### config.mk
export PLATFORM = sky130hd
export DESIGN_NAME = fetch_ctrl
export DESIGN_NICKNAME = d
export VERILOG_FILES = /design/src/rtl/fetch_ctrl_pkg.sv /design/src/rtl/fetch_ctrl_slot.sv /design/src/rtl/fetch_ctrl.sv
export SDC_FILE = /design/constraint.sdc
export NUM_CORES = 1
export LEC_CHECK = 0
export CAP_MARGIN = 20
export CORE_AREA = 2 2 170 189
export CTS_CLUSTER_DIAMETER = 100
export DETAILED_ROUTE_END_ITERATION = 16
export DIE_AREA = 0 0 172 191
export RECOVER_POWER = 25
export SETUP_SLACK_MARGIN = 0.3
export SLEW_MARGIN = 5
export SYNTH_ARGS = -nofsm -noshare
export SYNTH_HDL_FRONTEND = slang
export SYNTH_HIERARCHICAL = 1
export SYNTH_SLANG_ARGS = --single-unit
### constraint.sdc
create_clock -name clk -period 5.1 [get_ports clk]
set_input_delay 1.53 -clock clk [delete_from_list [all_inputs] [get_ports clk]]
set_output_delay 1.53 -clock clk [all_outputs]
set_load 0.05 [all_outputs]
### src/rtl/fetch_ctrl_pkg.sv
// Shared types and constants for the instruction fetch sequencer.
package fetch_ctrl_pkg;

  localparam int unsigned ADDR_W_DEFAULT  = 64;
  localparam int unsigned INSTR_W_DEFAULT = 32;
  localparam logic [63:0] RESET_PC_DEFAULT = 64'h8000_0000;

  typedef enum logic [1:0] {
    StIdle,
    StFetch,
    StDrain
  } fetch_state_t;

  // Output slot contents as seen by decode.
  typedef struct packed {
    logic        valid;
    logic [63:0] pc;
    logic [31:0] raw;
    logic        misalign;
  } fetch_slot_t;

  typedef fetch_slot_t data_fetch_t;

  // Instructions are 4-byte aligned; any low bit set is a fault.
  function automatic logic is_misaligned(input logic [1:0] pc_lsb);
    return pc_lsb != 2'b00;
  endfunction

endpackage

### src/rtl/fetch_ctrl_slot.sv
// Output instruction register: clear > load > fire-clear > hold.
module fetch_ctrl_slot #(
  parameter int unsigned ADDR_W  = 64,
  parameter int unsigned INSTR_W = 32
) (
  input  logic               clk_i,
  input  logic               rst_ni,
  input  logic               clear_i,
  input  logic               load_i,
  input  logic [ADDR_W-1:0]  load_pc_i,
  input  logic [INSTR_W-1:0] load_raw_i,
  input  logic               load_misalign_i,
  input  logic               stall_i,
  output logic               fire_o,
  output logic               valid_o,
  output logic [ADDR_W-1:0]  pc_o,
  output logic [INSTR_W-1:0] raw_o,
  output logic               misalign_o
);

  logic               valid_q, valid_d;
  logic [ADDR_W-1:0]  pc_q, pc_d;
  logic [INSTR_W-1:0] raw_q, raw_d;
  logic               misalign_q, misalign_d;
  logic               fire;

  // Next slot contents by priority; a consumed slot is zeroed.
  always_comb begin
    fire       = valid_q & ~stall_i;
    valid_d    = valid_q;
    pc_d       = pc_q;
    raw_d      = raw_q;
    misalign_d = misalign_q;
    if (clear_i || (!load_i && fire)) begin
      valid_d    = 1'b0;
      pc_d       = '0;
      raw_d      = '0;
      misalign_d = 1'b0;
    end else if (load_i) begin
      valid_d    = 1'b1;
      pc_d       = load_pc_i;
      raw_d      = load_raw_i;
      misalign_d = load_misalign_i;
    end
  end

  // Slot register.
  always_ff @(posedge clk_i or negedge rst_ni) begin
    if (!rst_ni) begin
      valid_q    <= 1'b0;
      pc_q       <= '0;
      raw_q      <= '0;
      misalign_q <= 1'b0;
    end else begin
      valid_q    <= valid_d;
      pc_q       <= pc_d;
      raw_q      <= raw_d;
      misalign_q <= misalign_d;
    end
  end

  assign fire_o     = fire;
  assign valid_o    = valid_q;
  assign pc_o       = pc_q;
  assign raw_o      = raw_q;
  assign misalign_o = misalign_q;

endmodule

### src/rtl/fetch_ctrl.sv
// Fetch-stage sequencer: owns the PC, runs the ibus handshake and feeds decode.
module fetch_ctrl
  import fetch_ctrl_pkg::*;
#(
  parameter int unsigned ADDR_W   = ADDR_W_DEFAULT,
  parameter int unsigned INSTR_W  = INSTR_W_DEFAULT,
  parameter logic [ADDR_W-1:0] RESET_PC = ADDR_W'(RESET_PC_DEFAULT)
) (
  input  logic               clk,
  input  logic               reset,
  input  logic               redirect_valid,
  input  logic [ADDR_W-1:0]  redirect_pc,
  input  logic               stall,
  output logic               ireq_valid,
  output logic [ADDR_W-1:0]  ireq_addr,
  input  logic               iresp_data_ok,
  input  logic [INSTR_W-1:0] iresp_data,
  output logic               inst_valid,
  output logic [ADDR_W-1:0]  inst_pc,
  output logic [INSTR_W-1:0] inst_raw,
  output logic               inst_misalign
);

  fetch_state_t       state_q, state_d;
  logic [ADDR_W-1:0]  pc_q, pc_d;
  logic [ADDR_W-1:0]  req_addr_q, req_addr_d;

  logic               slot_clear, slot_load, slot_fire;
  logic [ADDR_W-1:0]  slot_load_pc;
  logic [INSTR_W-1:0] slot_load_raw;
  logic               slot_load_misalign;
  logic               can_launch;

  // Next-state, PC and slot control; redirect wins in every state.
  always_comb begin
    state_d            = state_q;
    pc_d               = pc_q;
    req_addr_d         = req_addr_q;
    slot_clear         = 1'b0;
    slot_load          = 1'b0;
    slot_load_pc       = pc_q;
    slot_load_raw      = '0;
    slot_load_misalign = 1'b0;
    can_launch         = ~inst_valid | slot_fire;

    unique case (state_q)
      StIdle: begin
        if (redirect_valid) begin
          pc_d       = redirect_pc;
          slot_clear = 1'b1;
        end else if (can_launch) begin
          if (is_misaligned(pc_q[1:0])) begin
            // Fault is reported through the slot without touching the bus.
            slot_load          = 1'b1;
            slot_load_misalign = 1'b1;
          end else begin
            state_d    = StFetch;
            req_addr_d = pc_q;
          end
        end
      end
      StFetch: begin
        if (redirect_valid) begin
          pc_d       = redirect_pc;
          slot_clear = 1'b1;
          state_d    = iresp_data_ok ? StIdle : StDrain;
        end else if (iresp_data_ok) begin
          slot_load     = 1'b1;
          slot_load_raw = iresp_data;
          pc_d          = pc_q + ADDR_W'(4);
          state_d       = StIdle;
        end
      end
      StDrain: begin
        // Wait out the stale transaction; its data is never used.
        if (redirect_valid) begin
          pc_d       = redirect_pc;
          slot_clear = 1'b1;
        end
        if (iresp_data_ok) begin
          state_d = StIdle;
        end
      end
      default: state_d = StIdle;
    endcase
  end

  // Sequencer state registers.
  always_ff @(posedge clk or negedge reset) begin
    if (!reset) begin
      state_q    <= StIdle;
      pc_q       <= RESET_PC;
      req_addr_q <= '0;
    end else begin
      state_q    <= state_d;
      pc_q       <= pc_d;
      req_addr_q <= req_addr_d;
    end
  end

  assign ireq_valid = (state_q == StFetch) || (state_q == StDrain);
  assign ireq_addr  = req_addr_q;

  fetch_ctrl_slot #(
    .ADDR_W (ADDR_W),
    .INSTR_W(INSTR_W)
  ) u_slot (
    .clk_i          (clk),
    .rst_ni         (reset),
    .clear_i        (slot_clear),
    .load_i         (slot_load),
    .load_pc_i      (slot_load_pc),
    .load_raw_i     (slot_load_raw),
    .load_misalign_i(slot_load_misalign),
    .stall_i        (stall),
    .fire_o         (slot_fire),
    .valid_o        (inst_valid),
    .pc_o           (inst_pc),
    .raw_o          (inst_raw),
    .misalign_o     (inst_misalign)
  );

endmodule
==> qor.csv <==
metric,value,unit
Critical Path End Type,output port,
Final Cycle Share,73.6,%
fin area,15500,µm²
Hold Crit Class,flop to flop,
Synth Area in Simple Gates,25.6,%
Required @ worst endpoint,3570,ps
htree depth,1,
main combinational cell family by area after synthesis,simple AND/OR/NAND/NOR gates,
Post-Syn Instances,1195,
Synthesized Nets,1302,
Starting Density,37.6,%
post-route non-filler standard cell count,1856,
layout cells sized above 1,10.8,%
Max Cap Viol,1,
Nets,1520,
endpoints failing hold,0,
post-CTS setup buffer count,0,
Clock Skew,6.21,ps
Comb pwr share,46.9,%
asr flop ratio synth,100,%
PnR Total Power,9.55,mW
Worst Tran Pin Value,2910,ps
sequential fraction of the synthesis area,49.0,%
Ports,264,
Final HPWL DP,25500,µm
DRT antenna net count,0,
detailed-route via count,10400,
die area,32900,µm²
Root Buffer,clkbuf_16,
Iteration-0 DRC Markers,809,
final hold slack,478,ps
DR DRC count,0,
YS warnings,6,
multiplexer share of the synthesized area,6.12,%
Num CTS Buffers,27,
overall global routing resource usage,22.4,%
slew margin rel.,-93.9,%
post-layout util,50.1,%
violated checks,"capacitance limit, slew limit",
post-placement setup slack,1060,ps
"Distinct cells, synth",68,
Reg power frac,32.9,%
dpl cells,1804,
Placement Cell Area,14600,µm²
fmax,266,MHz
antenna violations before repair,4,
Startpoint Class,flop,
status,"complete, but fails checks",
CP Class,flop to output port,
area grow syn2layout,33.1,%
Power Density,616,nW/µm²
pin count of the biggest net entering global routing,110,
Mapped Area,11600,µm²
Critical Path AT,2220,ps
cts hold-fix bufs,0,
first-pass GRT wire length,58400,µm
Worst-path clk slew,60,ps
Leak,6.08,nW
1st-pass router iterations,5,
total negative slack,0,ps
DR WL/cell,20.3,µm
post-DR vias/cell,5.59,
Final Critical Period,3750,ps
Clk pwr share,20.2,%
complex-gate fraction of the synthesized area,14.3,%
core area,31000,µm²
row count,68,
number of flops mapped to enable cells by yosys,0,
ys flop type,dfrtp_1,
switch share,45.4,%
vias in the first global route,10300,
Post-Synth Adder-Cell Area,0.644,%
Int Power,5.21,mW
Chip Height,191,µm
Post-CTS Resized,0,
worst-skew pair later-pin latency,520,ps
Final Wtd Congestion,0.888,
worst vdd ir,0.358,mV
crit path max fanout,6,
post-synthesis xor/xnor area fraction,0,%
DRT Wirelength,37700,µm
Psw,4.34,mW
slack of the critical path,1350,ps
CTS tree,yes,
Port Buffer Count,263,
RSZ-0062 raised after global routing,no,
Mean Syn Cell Area,9.75,µm²
gr ovfl total,0,
#FFs+latches synth,228,
Slew Limit Fails,108,
setup violators final,0,
clk sinks,228,
Die W,172,µm
Clock Tree Buf Depth,3,
==> worst paths after layout <==
kind                               start         endpoint  slack (ps)  depth (start not counted)
min in group asynchronous          reset  u_slot/raw_o[2]        1900                          1
hold / removal             ireq_addr[37]    ireq_addr[37]         480                          2
setup / recovery              state_q[0]       ireq_valid        1350                          3
hold reg to reg            ireq_addr[37]    ireq_addr[37]         480                          2
max in group asynchronous          reset  u_slot/pc_o[32]        1470                          1
setup reg to reg                 pc_q[2]         pc_q[50]        2320                          6
==> power by group through the flow <==
stage / clock (mW) / combinational (mW) / sequential [mW]
after floorplan: 0 / 1.75 / 4.32
after global placement: 0 / 4.45 / 3.16
after detailed placement: 0 / 4.49 / 3.16
after CTS: 1.98 / 4.51 / 3.14
after global routing: 2.07 / 4.77 / 3.24
final: 1.93 / 4.48 / 3.14
==> cell usage in the layout (no fill, tap or decap), drive strengths merged, types with 17 or more instances in the layout <==
cell           Yosys  final
nor4              26     26
nand2            155    155
clkbuf            46     38
o21ai             21     21
a21oi            143    143
nand4             38     38
nor2              59     59
o22ai             17     17
dfrtp            227    227
nand3             50     50
buf               48     22
nand3b            97     97
clkdlybuf4s50      0    262
and2              43     43
mux2              58     58
==> synth_stat cells, types with 18 or more instances <==
| cell | n | area [µm²] |
|---|---|---|
| buf_2 | 35 | 175 |
| nand2_1 | 155 | 582 |
| nor4_1 | 18 | 113 |
| nand3b_1 | 97 | 728 |
| clkbuf_1 | 45 | 169 |
| nor2_1 | 59 | 221 |
| a21oi_1 | 143 | 716 |
| nand3_1 | 46 | 230 |
| mux2_2 | 58 | 653 |
| nand4_1 | 32 | 200 |
| o21ai_0 | 21 | 105 |
| and2_1 | 43 | 269 |
| dfrtp_1 | 227 | 5680 |
==> area by class of cell <==
type | count | area (µm²)
Clock buffer | 37 | 773
Clock inverter | 12 | 118
Inverter | 12 | 45.0
Timing Repair Buffer | 285 | 2860
Antenna cell | 3 | 7.51
Multi-Input combinational cell | 859 | 5480
Tap cell | 420 | 526
Sequential cell | 228 | 5710
Fill cell | 2934 | 15500
==> cell families (layout without fill, tap and decap cells) <==
group	Yosys count	after routing
compound gates	269	269
buf+inv	108	346
mux	64	64
other cells	0	3
fa+ha+maj	6	6
simple gates	520	520
flops	228	228
==> worst max-delay path, cell delays in order, from the launching register on <==
cell and delay, ps:
dfrtp_1 450, inv_1 120, ha_1 290, clkdlybuf4s50_1 840
==> metal layers <==
layer	GRT usage [%]	share of wire [%]	vias up	wire, µm
met3	4.82	8.2	54	3090
met4	6.43	2.0	4	761
met2	36.8	47	441	17600
met1	29.8	43	5056	16200
met5	0	0.069	-	26
li1	-	-	4813	-
==> registers in the layout, summed over array words and instances, names as in the netlist <==
name	flops
ireq_addr	64
pc_q	64
u_slot/pc_o	64
u_slot/raw_o	32
state_q	2
u_slot/misalign_o	1
u_slot/valid_o	1
Note: power is estimated with default switching activity, not from simulation.
